File: src/rtl/out_sched_pkg.sv
// ============================================================================
// out_sched_pkg - drain-state type, width constants and lane-select helper
//                 shared by out_fifo_sched and rr_arbiter.
// Revision: 1.0
// ============================================================================
`default_nettype none

package out_sched_pkg;

    typedef enum logic [0:0] {
        EMPTY = 1'b0,
        HELD  = 1'b1
    } drain_state_e;

    localparam int DefBufferWidth = 4;
    localparam int CountWidth     = DefBufferWidth + 1;
    localparam int MaxReq         = 8;

    // Index of the set bit in a one-hot lane vector; 0 when no bit is set.
    function automatic logic [2:0] lane_select(input logic [MaxReq-1:0] onehot);
        logic [2:0] idx;
        idx = 3'd0;
        for (int i = 0; i < MaxReq; i++) begin
            if (onehot[i]) begin
                idx = 3'(i);
            end
        end
        return idx;
    endfunction

endpackage

`default_nettype wire

File: src/rtl/rr_arbiter.sv
// ============================================================================
// rr_arbiter - one-hot push-port arbiter for the result lanes.
//              OUT_SCHED_RR_EN selects round-robin; otherwise fixed priority.
// Revision: 1.0
// ============================================================================
`default_nettype none

module rr_arbiter
    import out_sched_pkg::*;
#(
    parameter int NumReq = 4
) (
    input  logic              clk,
    input  logic              aclr,
    input  logic [NumReq-1:0] req,
    input  logic              advance,
    output logic [NumReq-1:0] grant
);

    localparam int PtrW = (NumReq > 1) ? $clog2(NumReq) : 1;

`ifdef OUT_SCHED_RR_EN
    logic [PtrW-1:0] rr_ptr;
    logic [PtrW-1:0] idx;
    logic            found;

    // Search begins at rr_ptr and wraps; first requesting lane wins.
    always_comb begin
        grant = '0;
        found = 1'b0;
        idx   = '0;
        for (int k = 0; k < NumReq; k++) begin
            idx = PtrW'((int'(rr_ptr) + k) % NumReq);
            if (advance && !found && req[idx]) begin
                grant[idx] = 1'b1;
                found      = 1'b1;
            end
        end
    end

    always_ff @(posedge clk or negedge aclr) begin
        if (!aclr) begin
            rr_ptr <= '0;
        end else if (|grant) begin
            rr_ptr <= PtrW'((int'(lane_select(MaxReq'(grant))) + 1) % NumReq);
        end
    end
`else
    logic found;
    logic unused_clk_rst;

    assign unused_clk_rst = clk ^ aclr;

    always_comb begin
        grant = '0;
        found = 1'b0;
        for (int k = 0; k < NumReq; k++) begin
            if (advance && !found && req[k]) begin
                grant[k] = 1'b1;
                found    = 1'b1;
            end
        end
    end
`endif

endmodule

`default_nettype wire

File: src/rtl/out_fifo_sched.sv
// ============================================================================
// out_fifo_sched - push arbitration, occupancy tracking and drain stage for
//                  the engine output FIFO. Macro: OUT_SCHED_RR_EN (round-robin).
// Revision: 1.0
// ============================================================================
`default_nettype none

module out_fifo_sched
    import out_sched_pkg::*;
#(
    parameter int DataWidth   = 32,
    parameter int NumReq      = 4,
    parameter int BufferSize  = 16,
    parameter int BufferWidth = DefBufferWidth
) (
    input  logic                        clk,
    input  logic                        aclr,
    input  logic [NumReq-1:0]           Req,
    input  logic [NumReq*DataWidth-1:0] ReqData,
    output logic [NumReq-1:0]           Grant,
    output logic                        FifoPush,
    output logic [DataWidth-1:0]        FifoDataIn,
    output logic                        FifoPop,
    input  logic [DataWidth-1:0]        FifoDataOut,
    output logic                        OutValid,
    input  logic                        OutReady,
    output logic [DataWidth-1:0]        OutData,
    output logic [BufferWidth:0]        Count
);

    localparam int CntW = BufferWidth + 1;

    logic [CntW-1:0]      count_q;
    logic                 can_push;
    logic                 load;
    drain_state_e         state;
    drain_state_e         state_nxt;
    logic [DataWidth-1:0] out_data_q;

    // Full is judged on Count alone, so a pop never frees a slot in the same cycle.
    assign can_push = (count_q < CntW'(BufferSize));

    rr_arbiter #(
        .NumReq (NumReq)
    ) u_arb (
        .clk     (clk),
        .aclr    (aclr),
        .req     (Req),
        .advance (can_push),
        .grant   (Grant)
    );

    assign FifoPush = |Grant;

    always_comb begin
        FifoDataIn = '0;
        for (int i = 0; i < NumReq; i++) begin
            if (Grant[i]) begin
                FifoDataIn = FifoDataIn | ReqData[i*DataWidth +: DataWidth];
            end
        end
    end

    always_ff @(posedge clk or negedge aclr) begin
        if (!aclr) begin
            count_q <= '0;
        end else if (FifoPush && !load) begin
            count_q <= count_q + CntW'(1);
        end else if (!FifoPush && load) begin
            count_q <= count_q - CntW'(1);
        end
    end

    // A fresh word is fetched whenever the output slot is free or being consumed.
    assign load = (count_q != '0) && ((state == EMPTY) || OutReady);

    always_comb begin
        state_nxt = state;
        FifoPop   = load;
        case (state)
            EMPTY: begin
                if (load) begin
                    state_nxt = HELD;
                end
            end
            HELD: begin
                if (load) begin
                    state_nxt = HELD;
                end else if (OutReady) begin
                    state_nxt = EMPTY;
                end
            end
            default: state_nxt = EMPTY;
        endcase
    end

    always_ff @(posedge clk or negedge aclr) begin
        if (!aclr) begin
            state      <= EMPTY;
            out_data_q <= '0;
        end else begin
            state <= state_nxt;
            if (load) begin
                out_data_q <= FifoDataOut;
            end
        end
    end

    assign OutValid = (state == HELD);
    assign OutData  = out_data_q;
    assign Count    = count_q;

endmodule

`default_nettype wire

File: config.mk
export PLATFORM = sky130hd
export DESIGN_NAME = out_fifo_sched
export DESIGN_NICKNAME = d
export VERILOG_FILES = /design/src/rtl/out_sched_pkg.sv /design/src/rtl/rr_arbiter.sv /design/src/rtl/out_fifo_sched.sv
export SDC_FILE = /design/constraint.sdc
export NUM_CORES = 1
export LEC_CHECK = 0
export CORE_AREA = 3 3 93 95
export DETAILED_ROUTE_END_ITERATION = 8
export DIE_AREA = 0 0 96 98
export PLACE_DENSITY = 0.86
export SETUP_SLACK_MARGIN = 0.3
export SLEW_MARGIN = 25
export SYNTH_ARGS = -nofsm -noshare
export SYNTH_HDL_FRONTEND = slang
export SYNTH_HIERARCHICAL = 1
export SYNTH_SLANG_ARGS = --single-unit
File: constraint.sdc
create_clock -name clk -period 6.6 [get_ports clk]
set_input_delay 0.66 -clock clk [delete_from_list [all_inputs] [get_ports clk]]
set_output_delay 0.66 -clock clk [all_outputs]
set_load 0.02 [all_outputs]
# Yosys cells after proc, flatten, opt, wreduce, memory -nomap -nowiden
# Cells that the tools add are included.
op_classes:
  n_eq_ne: 0
  n_div: 0
  shift: 0
  n_reduce_logical: 19
  n_lt_le_gt_ge: 1
  n_mux: 16
  mul: 0
  add_sub_neg: 2
  n_bitwise: 4
op_table:
  columns: ["operator", "count"]
  rows:
  - ["two-way mux 32 bit", 4]
  - ["bitwise OR 32 bit", 3]
  - ["logical AND 1 bit", 10]
  - ["two-way mux 5 bit", 2]
  - ["two-way mux 1 bit", 9]
  - ["adder 5 x 1 -> 5 bit, second input constant", 1]
  - ["logical NOT 1 bit", 5]
  - ["less-than comparator 5 bit, second input constant", 1]
  - ["nonzero test 5 bit", 1]
  - ["subtractor 5 x 1 -> 5 bit, second input constant", 1]
  - ["OR reduction 4 bit", 1]
  - ["one-hot mux 1 bit (2 select lines)", 1]
  - ["nonzero test 2 bit", 1]
  - ["logical OR 1 bit", 1]
  - ["inverter 1 bit", 1]
totals:
  memories: 0
  ramBits: 0
  word_cells: 45
  regBits: 38
  out_inout_bits: 76
  romBits: 0
  latch_bits: 0

# Longest topological paths before layout
# Gate-level depths: netlist of the first run.
depth:
  depth_word: 20
  ltp_mapped: 11

# Modules after synthesis
# The synthesis of the first run kept the hierarchy.
modules_own_cells:
  columns: ["mod", "seq_area_each_um2", "n_inst", "cells_per_inst", "area_each_um2"]
  rows:
  - ["out_fifo_sched", 950.9, 1, 226, 2309.7]
  - ["rr_arbiter", 0.0, 1, 6, 60.1]

# Least setup slack after synthesis of the first run
# OpenSTA, ideal clock, no wires.
synth_timing:
  path_kind: "input -> register"
  startpoint: "input Req[0]"
  endpoint: "register count_q[4] (netlist: Count[4])"
  setup_ns: 0.131
  required_ns: 6.469
  setup_slack_ns: 3.217
  arrival_ns: 3.252
  n_path_buf: 1
  stages: 10
  cell_sequence: "nand2b_4 -> nor3b_1 -> clkbuf_1 -> or4_1 -> ha_1 -> inv_1 -> ha_1 -> or4_1 -> o211ai_1 -> o211ai_1"
synth_via:
  word_cells_on_any_way: 22
  cone_classes: "7 x mux; 15 x reduce/logical"
synth_lines:
  columns: ["item", "line", "source"]
  rows:
  - ["from (decl)", "out_fifo_sched.sv:18", "input logic [NumReq-1:0] Req,"]
  - ["logical AND 1 bit *", "rr_arbiter.sv:58", "if (advance && !found && req[k]) begin"]
  - ["two-way mux 1 bit *", "rr_arbiter.sv:58", null]
  - ["logical NOT 1 bit", "rr_arbiter.sv:58", null]
  - ["logical AND 1 bit (2 in series)", "rr_arbiter.sv:58", null]
  - ["two-way mux 1 bit *", "rr_arbiter.sv:58", null]
  - ["logical NOT 1 bit *", "rr_arbiter.sv:58", null]
  - ["logical AND 1 bit * (2 in series)", "rr_arbiter.sv:58", null]
  - ["two-way mux 1 bit *", "rr_arbiter.sv:58", null]
  - ["net Grant[2]", "out_fifo_sched.sv:20", "output logic [NumReq-1:0] Grant,"]
  - ["OR reduction 4 bit *", "out_fifo_sched.sv:53", "assign FifoPush = |Grant;"]
  - ["net FifoPush", "out_fifo_sched.sv:21", "output logic FifoPush,"]
  - ["logical NOT 1 bit", "out_fifo_sched.sv:69", "end else if (!FifoPush && load) begin"]
  - ["logical AND 1 bit", "out_fifo_sched.sv:69", null]
  - ["nonzero test 2 bit (no source line)", null, null]
  - ["to (signal assigned)", "out_fifo_sched.sv:68", "count_q <= count_q + CntW'(1);"]
  - ["to (signal assigned)", "out_fifo_sched.sv:70", "count_q <= count_q - CntW'(1);"]
  - ["to (decl)", "out_fifo_sched.sv:33", "logic [CntW-1:0] count_q;"]
# Mark *: on every way through the listed nets, which the timed path passes. The rest lies on a longest branch.
# A chain may end at the register's enable or synchronous reset.

# Worst setup path in the final report of the first run
layout_timing:
  startpoint: "input Req[0]"
  endpoint: "output FifoDataIn[0]"
layout_via:
  elab_chain_len: 15
  word_cells_on_any_way: 23
  cone_classes: "10 x mux; 3 x bitwise; 10 x reduce/logical"
layout_lines:
  columns: ["item", "line", "source"]
  rows:
  - ["logical AND 1 bit *", "rr_arbiter.sv:58", null]
  - ["two-way mux 1 bit *", "rr_arbiter.sv:58", null]
  - ["logical NOT 1 bit", "rr_arbiter.sv:58", null]
  - ["logical AND 1 bit (2 in series)", "rr_arbiter.sv:58", null]
  - ["two-way mux 1 bit", "rr_arbiter.sv:58", null]
  - ["logical NOT 1 bit", "rr_arbiter.sv:58", null]
  - ["logical AND 1 bit (2 in series)", "rr_arbiter.sv:58", null]
  - ["two-way mux 1 bit", "rr_arbiter.sv:58", null]
  - ["logical NOT 1 bit", "rr_arbiter.sv:58", null]
  - ["logical AND 1 bit (2 in series)", "rr_arbiter.sv:58", null]
  - ["two-way mux 1 bit", "rr_arbiter.sv:58", null]
  - ["two-way mux 32 bit *", "out_fifo_sched.sv:58", "if (Grant[i]) begin"]
  - ["to (decl)", "out_fifo_sched.sv:22", "output logic [DataWidth-1:0] FifoDataIn,"]
# Every way passes the cells marked *; elsewhere a longest branch is shown, timed or not.

==> results of run 1 <==
==> report_power, final <==
group | total [W] | internal, W | switching, W
registers | 0.000366 | 0.000311 | 0.0000552
logic | 0.000935 | 0.000488 | 0.000447
clock network | 0.000238 | 0.000161 | 0.0000772
total | 0.00154 | 0.000960 | 0.000579
==> layout make-up <==
cell class / count / area [µm²] / share of cell area, %
repair buffers: 246 / 2470 / 49.2
multi-input cells: 169 / 1310 / 26.1
flip-flops and latches: 38 / 951 / 19.0
well taps: 102 / 128 / 2.54
clock buffers: 6 / 82.6 / 1.65
clock inverters: 2 / 60.1 / 1.20
inverters: 5 / 18.8 / 0.374
==> kinds of logic (layout without fill, tap and decap cells) <==
| logic type | Yosys count | count (layout) |
|---|---|---|
| muxes | 34 | 34 |
| AOI/OAI and AO/OA | 74 | 74 |
| adders and majority gates | 5 | 5 |
| buffers and inverters | 25 | 259 |
| xor gates and xnor gates | 2 | 2 |
| and+or+nand+nor | 54 | 54 |
| DFF | 38 | 38 |
==> flip-flops by register name, summed over array words and instances, names as in the netlist <==
| register | cells |
|---|---|
| Count | 5 |
| OutData | 32 |
| OutValid | 1 |
==> routing by layer <==
layer,wire length (µm),vias up,global-route usage [%]
met1,3840,1362,24.0
li1,-,1342,-
met4,310,0,7.99
met2,5090,181,35.9
met3,1160,28,6.55
met5,0,-,0
==> final timing paths <==
kind | depth (start not counted) | endpoint | slack (ns) | startpoint
worst max register to register | 11 | Count[4]$_DFFE_PN0P_ | 3.23 | Count[4]$_DFFE_PN0P_
worst max-delay path | 7 | FifoDataIn[0] | 2.84 | Req[0]
worst min register to register | 1 | OutData[0]$_DFFE_PN0P_ | 0.51 | OutData[0]$_DFFE_PN0P_
min in group clk | 1 | OutData[0]$_DFFE_PN0P_ | 0.51 | OutData[0]$_DFFE_PN0P_
worst min-delay path | 1 | OutData[17]$_DFFE_PN0P_ | 0.47 | aclr
max in group asynchronous | 1 | OutData[30]$_DFFE_PN0P_ | 5.61 | aclr
==> cells in the final DEF, fill, tap and decap left out, types with 2 or more instances in the layout <==
master,count
mux2_2,33
buf_4,3
xnor2_1,2
clkbuf_8,6
o211ai_1,2
dfrtp_1,38
nand2_1,35
a21oi_1,4
inv_1,5
nor3b_1,2
ha_1,4
a22oi_1,64
nand3_1,3
bufinv_16,2
or4_1,3
clkdlybuf4s50_1,241
o21ai_0,2
==> per-stage QoR <==
step	hold WS, ns	worst slack (ns)	power (W)	area, µm²
2_1_floorplan	0.364	3.22	0.000858	2370
3_3_place_gp	0.486	2.72	0.00127	4850
3_5_place_dp	0.493	2.64	0.00130	4850
4_1_cts	0.487	2.88	0.00155	4990
5_1_grt	0.516	2.76	0.00164	5020
6_report	0.472	2.84	0.00154	5020
==> key figures, run 1 <==
Drt
  – Drt first-iter violations: 134
  – Vias/cell: 5.13
  – Vias: 2913
  – Final WL: 10.4 mm
  – Antenna Nets Post-Route: 0
  – WL/cell: 18.3 µm
  – First-pass DRT Iterations: 5
  – DRC viols: 0

Timing
  – Final setup TNS: 0 ns
  – Clock skew: 0.00328 ns
  – Final setup viols: 0
  – Fin crit share: 56.9%
  – RSZ-0062 raised after global routing: no
  – Min Tclk post-route: 3.76 ns
  – Final hold vios: 0
  – Rel. slew slack: 45.1%
  – Worst Tran Pin Value: 0.823 ns
  – Max Fclk: 266 MHz
  – Max Slew Vio Count: 0

Yosys
  – Synth area leader: dfrtp_1
  – Synth top area share: 40.1%
  – Gate Count Post-Synth: 232
  – Prevailing post-synth register cell: dfrtp_1
  – Top-count cell post-synth: a22oi_1
  – Syn Std Cell Area: 2370 µm²
  – Largest cells by area after synthesis: dfrtp_1 40%, a22oi_1 20%, mux2_2 16%
  – Synth warn: 6
  – Synth cell count leaders: 64 x a22oi_1, 38 x dfrtp_1, 35 x nand2_1
  – Synth Area in XOR/XNOR: 0.739%
  – Yosys reg bits: 38
  – Synth Area in Compound Gates: 23.3%
  – Mux cell area share after synthesis: 16.1%
  – Number of synthesized flops with an enable pin: 0
  – Simple logic cell fraction of the synthesized area: 11.8%
  – Net count after synthesis: 404
  – Netlist cell types: 29
  – Sequential share of the synthesized area: 40.1%
  – Largest family of logic cells by synthesized area: compound AO/OA/AOI/OAI gates
  – Share of flip-flops with an asynchronous set or reset: 100%
  – Syn_area_per_cell: 10.2 µm²
  – Synth Area in Adders: 2.96%

Cells and area
  – Antenna diode count: 0
  – Share of layout cells above drive strength 1: 11.4%
  – Post-Layout Cell Count: 568
  – Layout Utilization: 64.3%
  – Final net count: 637
  – Area growth from synthesis to layout: 112%
  – Fillers: 625

Setup path
  – CP dominant cell by count: clkdlybuf4s50_1
  – Top Family by Delay on Critical Path: buffers and inverters
  – CP max stage delay: 0.60 ns
  – Crit end category: output port
  – Arrival @ worst endpoint: 3.10 ns
  – Critical path type: input pin to output port
  – CP max-delay cell: clkdlybuf4s50_1
  – Worst path cell trace: clkdlybuf4s50_1 -> nand2b_4 -> nor3b_2 -> buf_4 -> a22oi_1 -> nand2_1 -> clkdlybuf4s50_1
  – Worst-path fanout max: 26
  – Data required time at the worst endpoint: 5.94 ns
  – WP buf/inv: 3
  – Critical path launch point type: input pin

Placed design
  – Dpl cells: 559
  – Input/output buffers: 242
  – Final GP Congestion: 0.902
  – DP HPWL: 8.37 mm

Run status
  – Status: finished, final reports clean

Clocking
  – Resize count post-CTS: 0
  – CTS root buffer: clkbuf_8
  – Post-CTS Setup Bufs: 0
  – Number of H-tree levels: 2
  – Clock sinks: 38
  – CTS tree: done
  – Hold buffer count at cts: 0
  – Clock Path Buffers: 2
  – CTS Buf Count: 5
  – Reg clk slew, reported paths: 0.07 ns
  – Worst-Skew Late Latency: 0.28 ns

Die
  – Die Wd: 96 µm
  – Io pins: 243
  – Die ar.: 9410 µm²
  – FP Rows: 32
  – Initial core utilization: 30.4%
  – Core area: 7810 µm²
  – Die height: 98 µm

Pwr
  – Power per cell area: 307 nW/µm²
  – Leakage power: 2.00 nW
  – Peak VDD IR: 0.115 mV

GRT
  – Initial antenna violation count: 0
  – Global route overflow: 0
  – First-pass GRT wire length: 15.4 mm
  – Pin count of the biggest net entering global routing: 39
  – Number of global-route vias before repair: 3003
  – Gr usage total: 21.0%

Worst hold path
  – Hold crit path type: input pin to asynchronous set/reset pin

Job
  – Max Cap Violations: 0
Power figures use the tool's default switching activity.
==> run 2: changes to the inputs <==
Settings changed: CORE_AREA 3 3 93 95 to default, CORE_MARGIN from default to 3, CORE_UTILIZATION from default to 29, DIE_AREA 0 0 96 98 to default, PLACE_DENSITY 0.86 to 0.85.
Clock period 6.6 ns to 3.6 ns, I/O delays scaled along.
==> key figures, run 2 (synthesis results as in run 1) <==
Run status
  – Status: finished, final reports clean

Timing
  – Min Tclk post-route: 2.92 ns
  – RSZ-0062 raised after global routing: no
  – Max Slew Vio Count: 0 (unchanged)
  – Final hold vios: 0 (unchanged)
  – Final setup TNS: 0 ns (unchanged)
  – Hold slack: 0.167 ns (-0.305 ns)
  – Clock skew: 0.00430 ns (+0.00102 ns)
  – Rel. slew slack: 45.9% (+0.71 points)
  – Final setup viols: 0 (unchanged)
  – Max Fclk: 342 MHz
  – Worst Tran Pin Value: 0.812 ns (-0.0106 ns)
  – Fin crit share: 81.2%

Drt
  – Vias/cell: 5.01 (-2.3%)
  – First-pass DRT Iterations: 4 (-1)
  – Drt first-iter violations: 141 (+5.2%)
  – WL/cell: 17.9 µm (-2.2%)
  – Antenna Nets Post-Route: 0 (unchanged)
  – DRC viols: 0 (unchanged)
  – Final WL: 10.2 mm (-1.8%)
  – Vias: 2855 (-2.0%)

Cells and area
  – Fillers: 611 (-2.2%)
  – Most common cell after layout, fill and taps aside: clkdlybuf4s50_1
  – Post-Layout Cell Count: 570 (+0.35%)
  – Commonest non-fill, non-tap cells in the layout: 241 x clkdlybuf4s50_1, 64 x a22oi_1, 38 x dfrtp_1
  – Max reg flops: 32 (unchanged)
  – Share of layout cells above drive strength 1: 11.6% (+0.19 points)
  – Area growth from synthesis to layout: 111%
  – Final net count: 638 (+0.16%)

Setup path
  – Crit end category: output port
  – Arrival @ worst endpoint: 2.56 ns (-0.54 ns)
  – Worst path cell trace: or4_4 -> o21ai_4 -> buf_4 -> inv_1 -> clkdlybuf4s50_1
  – Worst-path fanout max: 33 (+27%)
  – CP max-delay cell: or4_4
  – CP max stage delay: 0.59 ns (about the same)
  – Critical path type: flip-flop to output port
  – Critical path launch point type: flip-flop
  – Data required time at the worst endpoint: 3.24 ns (-2.70 ns)

Pwr
  – Power per cell area: 562 nW/µm² (+83%)
  – Leakage power: 2.00 nW (-0.14%)
  – Peak VDD IR: 0.192 mV (+67%)
  – Overall Power: 0.00281 W (+83%)

Clocking
  – Reg clk slew, reported paths: 0.07 ns (about the same)
  – Post-CTS Setup Bufs: 0 (unchanged)
  – Worst-Skew Late Latency: 0.28 ns (about the same)
  – Clock Path Buffers: 2 (unchanged)
  – Clock sinks: 38 (unchanged)
  – CTS tree: done
  – CTS Buf Count: 5 (unchanged)
  – Resize count post-CTS: 0 (unchanged)
  – CTS root buffer: clkbuf_8
  – Hold buffer count at cts: 0 (unchanged)
  – Number of H-tree levels: 2 (unchanged)

Placed design
  – Final GP Congestion: 0.801 (-11%)
  – Dpl cells: 561 (+0.36%)
  – DP HPWL: 8.29 mm (-1.0%)
  – Input/output buffers: 242 (unchanged)

Job
  – Max Cap Violations: 0 (unchanged)

Die
  – Die height: 96.4 µm (-1.6%)
  – Die Wd: 96.4 µm (+0.41%)
  – Die ar.: 9290 µm² (-1.2%)
  – FP Rows: 32 (unchanged)
  – Initial core utilization: 30.2% (-0.15 points)
  – Io pins: 243 (unchanged)
  – Core area: 7850 µm² (+0.51%)

GRT
  – Number of global-route vias before repair: 3028 (+0.83%)
  – Gr usage total: 20.2% (-0.83 points)
  – Pin count of the biggest net entering global routing: 39 (unchanged)
  – First-pass GRT wire length: 14.6 mm (-5.2%)
  – Initial antenna violation count: 0 (unchanged)
  – Global route overflow: 0 (unchanged)

Worst hold path
  – Hold crit path type: input pin to asynchronous set/reset pin
[run 2: cell count changes in the layout (fill, tap and decap cells not counted)]
cell	delta
buf_4	+2
buf_16	-1
diode_2	+1
[run 2: worst max-delay path: cells and delay by family, from the launching register on]
| family | cells | cell delay [ns] |
|---|---|---|
| buf+inv | 3 | 1.06 |
| flops | 1 | 0.47 |
| simple gates | 1 | 0.59 |
| compound gates | 1 | 0.16 |
[run 2: where the power goes]
part           leakage (nW)  total, W  switching [W]  internal (W)
clock                0.0714  0.000435       0.000139      0.000295
sequential            0.443  0.000679       0.000109      0.000570
combinational          1.49   0.00170       0.000813      0.000886
total                  2.00   0.00281        0.00106       0.00175
[run 2: layer usage]
layer | vias to the layer above | wire length, µm | track usage [%]
li1 | 1345 | - | -
met1 | 1317 | 3690 | 21.6
met2 | 180 | 5240 | 37.6
met3 | 13 | 1140 | 7.05
met4 | 0 | 142 | 5.14
met5 | - | 0 | 0
[run 2: final timing paths]
check,from,end,slack [ns],cells after the start
max,Count[0]$_DFFE_PN0P_,FifoPop,0.68,5
min,aclr,OutData[16]$_DFFE_PN0P_,0.17,1
max reg2reg,Count[4]$_DFFE_PN0P_,Count[4]$_DFFE_PN0P_,0.71,10
min reg2reg,OutData[25]$_DFFE_PN0P_,OutData[25]$_DFFE_PN0P_,0.51,1
max in group asynchronous,aclr,OutData[23]$_DFFE_PN0P_,2.92,1
min in group clk,OutData[25]$_DFFE_PN0P_,OutData[25]$_DFFE_PN0P_,0.51,1
[run 2: per-stage QoR]
step / instance area (µm²) / setup WS, ns / util, %
floorplan: 2370 / 0.335 / -
global placement: 4860 / 0.482 / 62.0
detailed placement: 4860 / 0.379 / 62.0
CTS: 5000 / 0.668 / 63.8
global route: 5000 / 0.514 / 63.8
finish: 5010 / 0.678 / 63.8
[run 2: final cells by class]
type                    count  area, µm²  area share (%)
flip-flops and latches     38        951            19.0
clock inverters             2       60.1            1.20
well taps                 102        128            2.55
inverters                   5       18.8           0.375
repair buffers            247       2450            49.0
diodes                      1       2.50          0.0500
clock buffers               6       82.6            1.65
multi-input cells         169       1310            26.2
